==> src/rtl/lsu_mem_master.sv <==
// lsu_mem_master
//   Load/store initiator for a word-addressed 32-bit data memory. It takes one
//   RISC-V load/store request at a time and returns a single-cycle response.
//   Byte and halfword stores use read-modify-write because the memory only
//   writes full words. Misaligned, out-of-range and illegal requests get an
//   error response and never touch memory.
//
// Ports
//   CLK         clock, rising edge
//   RST         asynchronous reset, active low
//   req_valid   request present
//   req_ready   request can be accepted (IDLE only)
//   req_we      0 = load, 1 = store
//   req_funct3  000 B, 001 H, 010 W, 100 BU, 101 HU
//   req_addr    byte address
//   req_wdata   store data (B/H use the low bits)
//   rsp_valid   one-cycle response pulse
//   rsp_rdata   extended load data, 0 for stores and errors
//   rsp_err     request rejected, qualified by rsp_valid
//   mem_A       word index to memory
//   mem_WD      write data to memory
//   mem_WE      memory write enable
//   mem_RD      combinational read data from memory
module lsu_mem_master #(
  parameter int MEM_WORDS = 1024
) (
  input  logic        CLK,
  input  logic        RST,
  input  logic        req_valid,
  output logic        req_ready,
  input  logic        req_we,
  input  logic [2:0]  req_funct3,
  input  logic [31:0] req_addr,
  input  logic [31:0] req_wdata,
  output logic        rsp_valid,
  output logic [31:0] rsp_rdata,
  output logic        rsp_err,
  output logic [31:0] mem_A,
  output logic [31:0] mem_WD,
  output logic        mem_WE,
  input  logic [31:0] mem_RD
);

  localparam logic [31:0] MEM_WORDS_32 = 32'(MEM_WORDS);

  typedef enum logic [1:0] {IDLE, READ, WRITE, RESP} state_e;

  state_e      state_q, state_d;
  logic        we_q, we_d;
  logic [2:0]  f3_q, f3_d;
  logic [31:0] addr_q, addr_d;
  logic [31:0] wdata_q, wdata_d;
  logic [31:0] data_q, data_d;
  logic        err_q, err_d;

  // Rejection check, evaluated on the raw request at accept time.
  function automatic logic req_is_bad(input logic we, input logic [2:0] f3,
                                      input logic [31:0] a);
    logic bad;
    bad = 1'b0;
    case (f3)
      3'b000:         bad = 1'b0;
      3'b001:         bad = a[0];
      3'b010:         bad = (a[1:0] != 2'b00);
      3'b100:         bad = we;
      3'b101:         bad = we | a[0];
      default:        bad = 1'b1;
    endcase
    if ({2'b00, a[31:2]} >= MEM_WORDS_32) bad = 1'b1;
    return bad;
  endfunction

  // Little-endian byte/halfword extraction with sign or zero extension.
  function automatic logic [31:0] load_extract(input logic [31:0] word,
                                               input logic [2:0] f3,
                                               input logic [1:0] a);
    logic [31:0] sb, sh, res;
    sb = word >> {a, 3'b000};
    sh = word >> {a[1], 4'b0000};
    case (f3)
      3'b000:  res = {{24{sb[7]}}, sb[7:0]};
      3'b001:  res = {{16{sh[15]}}, sh[15:0]};
      3'b100:  res = {24'h000000, sb[7:0]};
      3'b101:  res = {16'h0000, sh[15:0]};
      default: res = word;
    endcase
    return res;
  endfunction

  // Insert the store byte/halfword into the word captured during READ.
  function automatic logic [31:0] store_merge(input logic [31:0] word,
                                              input logic [31:0] wd,
                                              input logic [2:0] f3,
                                              input logic [1:0] a);
    logic [31:0] mask, ins;
    if (f3 == 3'b000) begin
      mask = 32'h0000_00FF << {a, 3'b000};
      ins  = {24'h000000, wd[7:0]} << {a, 3'b000};
    end else begin
      mask = 32'h0000_FFFF << {a[1], 4'b0000};
      ins  = {16'h0000, wd[15:0]} << {a[1], 4'b0000};
    end
    return (word & ~mask) | (ins & mask);
  endfunction

  always_comb begin
    state_d   = state_q;
    we_d      = we_q;
    f3_d      = f3_q;
    addr_d    = addr_q;
    wdata_d   = wdata_q;
    data_d    = data_q;
    err_d     = err_q;
    req_ready = 1'b0;
    rsp_valid = 1'b0;
    rsp_rdata = 32'h0;
    rsp_err   = 1'b0;
    mem_A     = 32'h0;
    mem_WD    = 32'h0;
    mem_WE    = 1'b0;
    case (state_q)
      IDLE: begin
        req_ready = 1'b1;
        if (req_valid) begin
          we_d    = req_we;
          f3_d    = req_funct3;
          addr_d  = req_addr;
          wdata_d = req_wdata;
          data_d  = 32'h0;
          if (req_is_bad(req_we, req_funct3, req_addr)) begin
            err_d   = 1'b1;
            state_d = RESP;
          end else begin
            err_d   = 1'b0;
            // Only full-word stores skip the read half of read-modify-write.
            state_d = (req_we && req_funct3 == 3'b010) ? WRITE : READ;
          end
        end
      end
      READ: begin
        mem_A   = {2'b00, addr_q[31:2]};
        data_d  = mem_RD;
        state_d = we_q ? WRITE : RESP;
      end
      WRITE: begin
        mem_A   = {2'b00, addr_q[31:2]};
        mem_WE  = 1'b1;
        mem_WD  = (f3_q == 3'b010) ? wdata_q
                                   : store_merge(data_q, wdata_q, f3_q, addr_q[1:0]);
        state_d = RESP;
      end
      RESP: begin
        rsp_valid = 1'b1;
        rsp_err   = err_q;
        rsp_rdata = (we_q || err_q) ? 32'h0 : load_extract(data_q, f3_q, addr_q[1:0]);
        state_d   = IDLE;
      end
      default: state_d = IDLE;
    endcase
  end

  // Async reset drops state to IDLE at once, so a pending WRITE never reaches
  // its closing edge with mem_WE high.
  always_ff @(posedge CLK or negedge RST) begin
    if (!RST) begin
      state_q <= IDLE;
      we_q    <= 1'b0;
      f3_q    <= 3'b000;
      addr_q  <= 32'h0;
      wdata_q <= 32'h0;
      data_q  <= 32'h0;
      err_q   <= 1'b0;
    end else begin
      state_q <= state_d;
      we_q    <= we_d;
      f3_q    <= f3_d;
      addr_q  <= addr_d;
      wdata_q <= wdata_d;
      data_q  <= data_d;
      err_q   <= err_d;
    end
  end

endmodule
==> config.mk <==
export PLATFORM = sky130hd
export DESIGN_NAME = lsu_mem_master
export DESIGN_NICKNAME = d
export VERILOG_FILES = /design/src/rtl/lsu_mem_master.sv
export SDC_FILE = /design/constraint.sdc
export NUM_CORES = 1
export LEC_CHECK = 0
export CORE_UTILIZATION = 41
export CTS_CLUSTER_SIZE = 30
export DETAILED_ROUTE_END_ITERATION = 16
export HOLD_SLACK_MARGIN = 0.12
export PLACE_DENSITY_LB_ADDON = 0.15
export SYNTH_ARGS = -nofsm -noshare
export SYNTH_HDL_FRONTEND = slang
export SYNTH_SLANG_ARGS = --single-unit
==> constraint.sdc <==
create_clock -name CLK -period 2.2 [get_ports CLK]
set_input_delay 0.33 -clock CLK [delete_from_list [all_inputs] [get_ports CLK]]
set_output_delay 0.33 -clock CLK [all_outputs]
set_load 0.005 [all_outputs]
# ---- Yosys cells after proc, flatten, opt, wreduce, memory -nomap -nowiden
# Cells that the tools add are included.
dict set report totals {
  word_cells 67
  latch_bits 0
  memories 0
  ff_bits 103
  output_inout_bits 100
  input_bits 103
  ram_bits 0
  romBits 0
}
dict set report classes {
  n_mux 26
  n_reduce_logical 10
  magnitude_cmp 1
  bitwise 5
  n_addsub 0
  n_eq_ne 12
  n_mul 0
  div_mod_pow 0
  shift 6
}
# operator count
set ops {}
lappend ops {{32-bit two-way mux} 9}
lappend ops {{32-bit case mux with 4 select lines} 1}
lappend ops {{32-bit AND} 2}
lappend ops {{32-bit case mux with 2 select lines} 1}
lappend ops {{32-bit NOT} 1}
lappend ops {{32-bit bitwise OR} 1}
lappend ops {{16-bit by 5-bit << shifter with 32-bit output} 1}
lappend ops {{16-bit by 5-bit << shifter with 32-bit output (first input constant)} 1}
lappend ops {{8-bit by 5-bit << shifter with 32-bit output} 1}
lappend ops {{8-bit by 5-bit << shifter with 32-bit output (first input constant)} 1}
lappend ops {{32-bit by 5-bit >> shifter with 16-bit output} 1}
lappend ops {{32-bit by 5-bit >> shifter with 8-bit output} 1}
lappend ops {{30-bit by 11-bit greater-or-equal comparator with 1-bit output (second input constant)} 1}
lappend ops {{30-bit two-way mux} 1}
lappend ops {{3-bit == test (second input constant)} 4}
lappend ops {{1-bit two-way mux} 9}
lappend ops {{2-bit case mux with 4 select lines} 1}
lappend ops {{3-bit by 1-bit == test with 1-bit output (second input constant)} 2}
lappend ops {{3-bit by 2-bit == test with 1-bit output (second input constant)} 2}
lappend ops {{3-bit logical NOT} 2}
lappend ops {{2-bit two-way mux} 3}
lappend ops {{1-bit case mux with 5 select lines} 1}
lappend ops {{2-bit == test (second input constant)} 2}
lappend ops {{2-bit AND reduction} 2}
lappend ops {{other kinds (8)} 9}

# ---- Longest topological paths before layout
# Gate-level depths: netlist of run 1.
dict set report logic_depth {
  depth_word 8
  mapped_depth 7
  ltp_nobuf 6
}

# ---- Worst setup path before layout of run 1
# Ideal clock, no wire load.
dict set report synth_path {
  path_type {register to output}
  start {register state_q[0]}
  end {output rsp_rdata[23]}
  arrival_time_ns 1.573
  n_path_buf 2
  t_required_ns 1.870
  path_stages_with_launch 8
  slack_ns 0.297
  cell_sequence {dfrtp_1 > ha_1 > nor3b_2 > and2_0 > clkbuf_2 > buf_2 > nand2_1 > nand2_1}
}
dict set report synth_between {
  elab_chain_len 2
}
# element line_no
set synth_lines {}
lappend synth_lines {{start, declared} 48} ;# state_e state_q, state_d;
lappend synth_lines {{start signal, assigned} 174} ;# state_q <= state_d;
lappend synth_lines {{2-bit == test} 121} ;# case (state_q)
lappend synth_lines {{32-bit two-way mux} 121}
lappend synth_lines {{end, declared} 36} ;# output logic [31:0] rsp_rdata,
# No other way between the ends.

# ---- Worst setup path in the final report of run 1
dict set report layout_path {
  start {register f3_q[2]}
  end {output mem_WD[28]}
}
dict set report layout_between {
  elab_chain_len 8
  word_cells_on_any_way 12
  classes_between {eq/ne: 1; mux: 6; bitwise: 4; reduce/logical: 1}
}
# element line_no
set layout_lines {}
lappend layout_lines {{start, declared} 50} ;# logic [2:0] f3_q, f3_d;
lappend layout_lines {{start signal, assigned} 168} ;# f3_q <= 3'b000;
lappend layout_lines {{start signal, assigned} 176} ;# f3_q <= f3_d;
lappend layout_lines {{3-bit logical NOT} 96} ;# if (f3 == 3'b000) begin
lappend layout_lines {{32-bit two-way mux} 96}
lappend layout_lines {{32-bit two-way mux} 121}
lappend layout_lines {{32-bit NOT} 103} ;# return (word & ~mask) | (ins & mask);
lappend layout_lines {{32-bit AND} 103}
lappend layout_lines {{32-bit bitwise OR} 103}
lappend layout_lines {{32-bit two-way mux *} 148} ;# mem_WD = (f3_q == 3'b010) ? wdata_q
lappend layout_lines {{32-bit two-way mux *} 121}
lappend layout_lines {{end, declared} 39} ;# output logic [31:0] mem_WD,
# Mark *: on every way between the ends. The rest lies on a longest branch, timed or not. The select of a mux whose other input is x is not followed.

==> results of run 1 <==
[placed cells by master, fill, tap and decap left out, types with 27 or more instances in the layout]
cell type        instances
a22o_1                  40
o21ai_0                 27
nand2_1                232
nand2_2                 32
clkdlybuf4s50_1        104
buf_4                   67
dfrtp_1                100
and2_1                  29
buf_2                   51
buf_6                   59
[power by group through the flow]
stage	combinational, mW	clock (mW)	sequential [mW]
6_report	8.98	1.55	3.70
5_1_grt	9.56	1.65	3.75
4_1_cts	8.01	1.57	3.61
3_5_place_dp	6.62	0	3.60
3_3_place_gp	6.48	0	3.58
2_1_floorplan	3.51	0	3.25
[through the flow]
step                TNS, ns  util (%)  power [mW]  setup slack, ns
floorplan                 0         -        6.77            0.297
detailed placement    -5.51      60.5        10.2           -0.168
global placement      -3.98      60.5        10.1           -0.130
global route         -12.19      69.9        15.0           -0.353
finish                -8.72      69.9        14.2           -0.275
CTS                   -7.99      67.1        13.2           -0.236
[kinds of logic (layout without fill, tap and decap cells)]
group	after synthesis	count (layout)	synth area share, %
DFF	103	103	44.4
AOI/OAI and AO/OA	140	140	18.9
other	1	2	0.0647
buffers and inverters	74	374	5.42
and+or+nand+nor	376	377	28.1
adders and majority gates	4	4	0.863
muxes	10	10	2.16
[critical path: cells and delay by family, from the launching register on]
kind            cells  cell delay (ns)
compound gates      2             0.48
buf+inv             3             0.45
flops               1             0.44
simple gates        2             0.43
[worst paths after layout]
path | from | end | cells past startpoint
max | f3_q[2]$_DFFE_PN0P_ | mem_WD[28] | 7
min | addr_q[30]$_DFFE_PN0P_ | addr_q[30]$_DFFE_PN0P_ | 2
max reg2reg | state_q[1]$_DFFE_PN0P_ | state_q[0]$_DFFE_PN0P_ | 9
min reg2reg | addr_q[30]$_DFFE_PN0P_ | addr_q[30]$_DFFE_PN0P_ | 2
max in group asynchronous | RST | addr_q[25]$_DFFE_PN0P_ | 3
min in group asynchronous | RST | we_q$_DFFE_PN0P_ | 2
[routing by layer]
metal	share of wire (%)	up-vias
met4	4.6	0
met1	39	3299
met5	0	-
met3	9.1	95
li1	-	2993
met2	47	397
[repair_timing]
action                                  CTS  global route
endpoints found under the setup margin   94            72
gates cloned                              4             1
pin swaps                                51            51
hold endpoints to repair                 33             0
resized for setup                       375           153
setup buffers                            63            20
hold buffers                              1             0
[state kept, by name, summed over array words and instances (netlist names)]
register,flops
wdata_q,32
state_q,2
f3_q,3
addr_q,32
data_q,32
err_q,1
we_q,1
[final cells by class]
cell class	count	area, sq um
clock buffers	10	229
clock inverters	6	52.6
fillers	1086	4160
inverters	22	88.8
multi-input cells	533	3390
flip-flops and latches	103	2580
well taps	180	225
repair buffers	336	3100
==> impl_metrics.tcl, run 1 <==
set metrics [dict create \
    internal_power_mw 8.13 \
    syn2layout_area_growth_pct 66.7 \
    p_sw_mw 6.10 \
    p_clk_share_pct 10.9 \
    swShare_pct 42.9 \
    grtUsageMet1_pct 40.1 \
    ys.flop_type "dfrtp_1" \
    drt-vias-per-instance 5.70 \
    fin_area_sq_mm 0.00967 \
    track_usage_pct 32.2 \
    seq_power_share_pct 26.0 \
    cts_made_buffers 9 \
    maxCapViolCount 0 \
    crit_path_max_incr_delay_ns 0.44 \
    synth_edf_count 0 \
    nets 1112 \
    synth_area_sq_mm 0.00580 \
    syn_avg_cell_area_sq_um 8.19 \
    rsz0062_at_grt "true" \
    antenna_found_initial 0 \
    ys_top_cells_by_count "nand2_1 (272), dfrtp_1 (103), a22o_1 (40), clkbuf_1 (36), and2_1 (32)" \
    grt_overflow 0 \
    seq_area_frac_synth_pct 44.4 \
    cpMaxStageDelayCell "dfrtp_2" \
    yosys_warnings 0 \
    cts_sinks 103 \
    rows 43 \
    place_congestion 0.886 \
    synth_top_area_share_pct 44.4 \
    drv_slew 0 \
    ys_types 50 \
    dieArea_sq_mm 0.0146 \
    hold_viol 0 \
    final_antenna_net_count 0 \
    grt_use_met2_pct 53.1 \
    finalCriticalPeriod_ns 2.47 \
    wirelength_mm 24.3 \
    cts.clk_slew.worst_paths_ns 0.07 \
    path_cells "buf_12 > nor3b_4 > nand3b_1 > buf_6 > o211ai_1 > a22o_1 > buf_2" \
    cp_max_fo 4 \
    clock_latency_ns 0.36 \
    drc 0 \
    diodes 0 \
    finalSetupViolCount 62 \
    cts_buffer_depth 2 \
    synth-async-reset-ratio_pct 100 \
    ir_worst_vdd_mv 0.844 \
    first_pass_iters 5 \
    required_ns 1.87 \
    worstSetupEndpointType "output port" \
    powerDensity_mw_per_mm2 1470 \
    status "complete, but fails checks" \
    synthCells 708 \
    coreArea_sq_mm 0.0138 \
    via_count 6784 \
    crit_arrival_ns 2.14 \
    final_cell_count_no_fill 1190 \
    h-tree-depth 3 \
    placedCellCount 1098 \
    root_buffer "clkbuf_16" \
    period_share_pct 112 \
    drive_gt1_share_pct 34.3 \
    synth_area_leaders "dfrtp_1 (44%), nand2_1 (18%), a22o_1 (6.0%)" \
    worst_slack_ns -0.275 \
    grt_pass1_wl_mm 35.7 \
    worstSetupPathType "flip-flop to output port" \
    start_util_pct 41.9 \
    p_comb_share_pct 63.1 \
    grt_max_degree 83 \
    fmax_mhz 404 \
    cp-start-kind "flip-flop" \
    placed_area_sq_mm 0.00836 \
    drt_iter0_drc 593 \
    busiest_layer "met2" \
    p_leak_nw 4.64 \
    fp.dieH_um 121 \
    die_w_um 121 \
    reg2reg_setup_slack_ns 0.32 \
    globalRouteMet3Util_pct 7.42 \
    ys_seq_elements 103 \
    hold_path.class "flip-flop to flip-flop" \
    synth.most_common_cell "nand2_1" \
    whs_ns 0.470 \
    grt_pass1_vias 6724 \
    ios 203 \
    failed_checks "setup timing" \
    io_buffers 200 \
    dp_hpwl_mm 15.7 \
    fin_skew_ns 0.00733 \
    yosysTopAreaCell "dfrtp_1" \
    cts_tree "built" \
    wl_per_cell_um 20.4 \
]
No activity file was read; power rests on OpenSTA's default activity.
==> inputs of run 2 (changes only) <==
--- a/config.mk
+++ b/config.mk
@@ -5,7 +5,8 @@
 export SDC_FILE = /design/constraint.sdc
 export NUM_CORES = 1
 export LEC_CHECK = 0
-export CORE_UTILIZATION = 41
+export CORE_UTILIZATION = 46
+export CTS_CLUSTER_DIAMETER = 30
 export CTS_CLUSTER_SIZE = 30
 export DETAILED_ROUTE_END_ITERATION = 16
 export HOLD_SLACK_MARGIN = 0.12
==> impl_metrics.tcl, run 2 (synthesis results as in run 1) <==
set metrics [dict create \
    status "complete, but fails checks" \
    failed_checks "setup timing" \
    fin_skew_ns 0.00460 \
    final_cell_mix "nand2_1 (245), clkdlybuf4s50_1 (105), dfrtp_1 (99)" \
    worst_slack_ns -0.293 \
    hold_path.class "flip-flop to flip-flop" \
    period_share_pct 113 \
    p_sw_mw 6.15 \
    rsz0062_at_grt "true" \
    required_ns 1.87 \
    place_congestion 0.926 \
    power.total_mw 14.8 \
    ios 203 \
    hold_viol 0 \
    final_antenna_net_count 0 \
    cpMaxStageDelayCell "dfrtp_2" \
    antenna_found_initial 0 \
    grt_pass1_wl_mm 35.2 \
    whs_ns 0.474 \
    worstSetupPathType "flip-flop to output port" \
    io_buffers 200 \
    p_clk_share_pct 11.3 \
    clock_latency_ns 0.36 \
    ir_worst_vdd_mv 0.922 \
    finalSetupViolCount 64 \
    drt_iter0_drc 648 \
    syn2layout_area_growth_pct 68.8 \
    post-route-util_pct 80.5 \
    powerDensity_mw_per_mm2 1510 \
    p_leak_nw 5.06 \
    internal_power_mw 8.63 \
    wl_per_cell_um 20.5 \
    cp_common_cell "buf_6" \
    coreArea_sq_mm 0.0122 \
    cts.clk_slew.worst_paths_ns 0.07 \
    cp-start-kind "flip-flop" \
    nets 1121 \
    drc 0 \
    seq_power_share_pct 24.9 \
    dieArea_sq_mm 0.0131 \
    root_buffer "clkbuf_16" \
    grt_max_degree 83 \
    grt_overflow 0 \
    via_count 6832 \
    cts_buffer_depth 2 \
    worstSetupEndpointType "output port" \
    fin_tns_setup_ns -11.06 \
    maxCapViolCount 0 \
    start_util_pct 47.7 \
    cts_sinks 103 \
    fmax_mhz 401 \
    diodes 0 \
    finalCriticalPeriod_ns 2.49 \
    rows 40 \
    wirelength_mm 24.3 \
    fp.dieH_um 114 \
    maxSlewHeadroom_pct 59.1 \
    reg_top3 "addr_q: 32 flops, data_q: 32 flops, wdata_q: 32 flops" \
    cts_tree "built" \
    p_comb_share_pct 63.8 \
    worstMarginPinSlew_ns 0.614 \
    h-tree-depth 3 \
    num-fill-cells 772 \
    cts_made_buffers 9 \
    final_common_cell "nand2_1" \
    drt-vias-per-instance 5.76 \
    dp_hpwl_mm 15.9 \
    die_w_um 114 \
    grt_pass1_vias 6631 \
    path_cells "buf_6 > buf_6 > and2b_2 > buf_12 > buf_6 > nand2_2 > a32oi_2 > o221a_2 > buf_2" \
    drive_gt1_share_pct 32.0 \
    first_pass_iters 8 \
    drv_slew 0 \
    crit_path_max_incr_delay_ns 0.45 \
    crit_arrival_ns 2.16 \
    cp_max_fo 7 \
    swShare_pct 41.6 \
    track_usage_pct 35.8 \
]
-- run 2: per-layer routing --
| layer | vias to the layer above | GRT usage (%) | wire [um] |
|---|---|---|---|
| met4 | 0 | 16.3 | 1060 |
| met3 | 89 | 10.6 | 2200 |
| met5 | - | 0 | 0 |
| met1 | 3322 | 42.8 | 9110 |
| li1 | 3020 | - | - |
| met2 | 401 | 59.5 | 11900 |
-- run 2: path summary, 6_finish.rpt --
check                           slack [ns]  cells after the start                 endpoint                    from
worst max-delay path                 -0.29                      9             rsp_rdata[4]     f3_q[0]$_DFFE_PN0P_
worst min-delay path                  0.47                      2   addr_q[23]$_DFFE_PN0P_  addr_q[23]$_DFFE_PN0P_
worst max register to register        0.44                      8   state_q[0]$_DFFE_PN0P_  state_q[1]$_DFFE_PN0P_
worst min register to register        0.47                      2   addr_q[23]$_DFFE_PN0P_  addr_q[23]$_DFFE_PN0P_
max in group asynchronous             0.91                      3  wdata_q[18]$_DFFE_PN0P_                     RST
min in group asynchronous             0.52                      2   data_q[24]$_DFFE_PN0P_                     RST
-- run 2: final cells by class --
class | instances | area, sq um | area share [%]
clock buffer | 9 | 225 | 2.30
clock inverter | 6 | 76.3 | 0.779
inverter | 22 | 88.8 | 0.907
multi-input combinational | 532 | 3320 | 33.9
sequential | 103 | 2580 | 26.4
tap | 168 | 210 | 2.15
timing repair buffer | 346 | 3290 | 33.6
-- run 2: stage by stage --
| stage | worst slack, ns | instances | instance area, sq um |
|---|---|---|---|
| 5_1_grt | -0.348 | 1186 | 9790 |
| 3_3_place_gp | -0.132 | 1087 | 8350 |
| 4_1_cts | -0.422 | 1152 | 9210 |
| 2_1_floorplan | 0.297 | 709 | 5800 |
| 6_report | -0.293 | 1186 | 9790 |
| 3_5_place_dp | -0.135 | 1087 | 8350 |
-- run 2: what timing repair did --
action	in CTS	in global routing
gates cloned	2	3
resized for setup	260	186
hold endpoints to repair	42	0
buffers inserted	47	44
pin swaps	34	44
setup endpoints to repair	94	95
hold buffers	1	0
-- run 2: critical path: cells and delay by family, from the launching register on --
family / cells / cell delay, ns
AO/OA/AOI/OAI: 2 / 0.43
buffers and inverters: 5 / 0.61
flip-flops: 1 / 0.45
AND/OR/NAND/NOR: 2 / 0.31
-- run 2: power groups by stage --
stage,clock network (mW),registers [mW],logic (mW)
2_1_floorplan,0,3.25,3.51
3_3_place_gp,0,3.55,6.62
3_5_place_dp,0,3.58,6.77
4_1_cts,1.70,3.59,8.02
5_1_grt,1.77,3.74,9.97
6_report,1.67,3.68,9.43
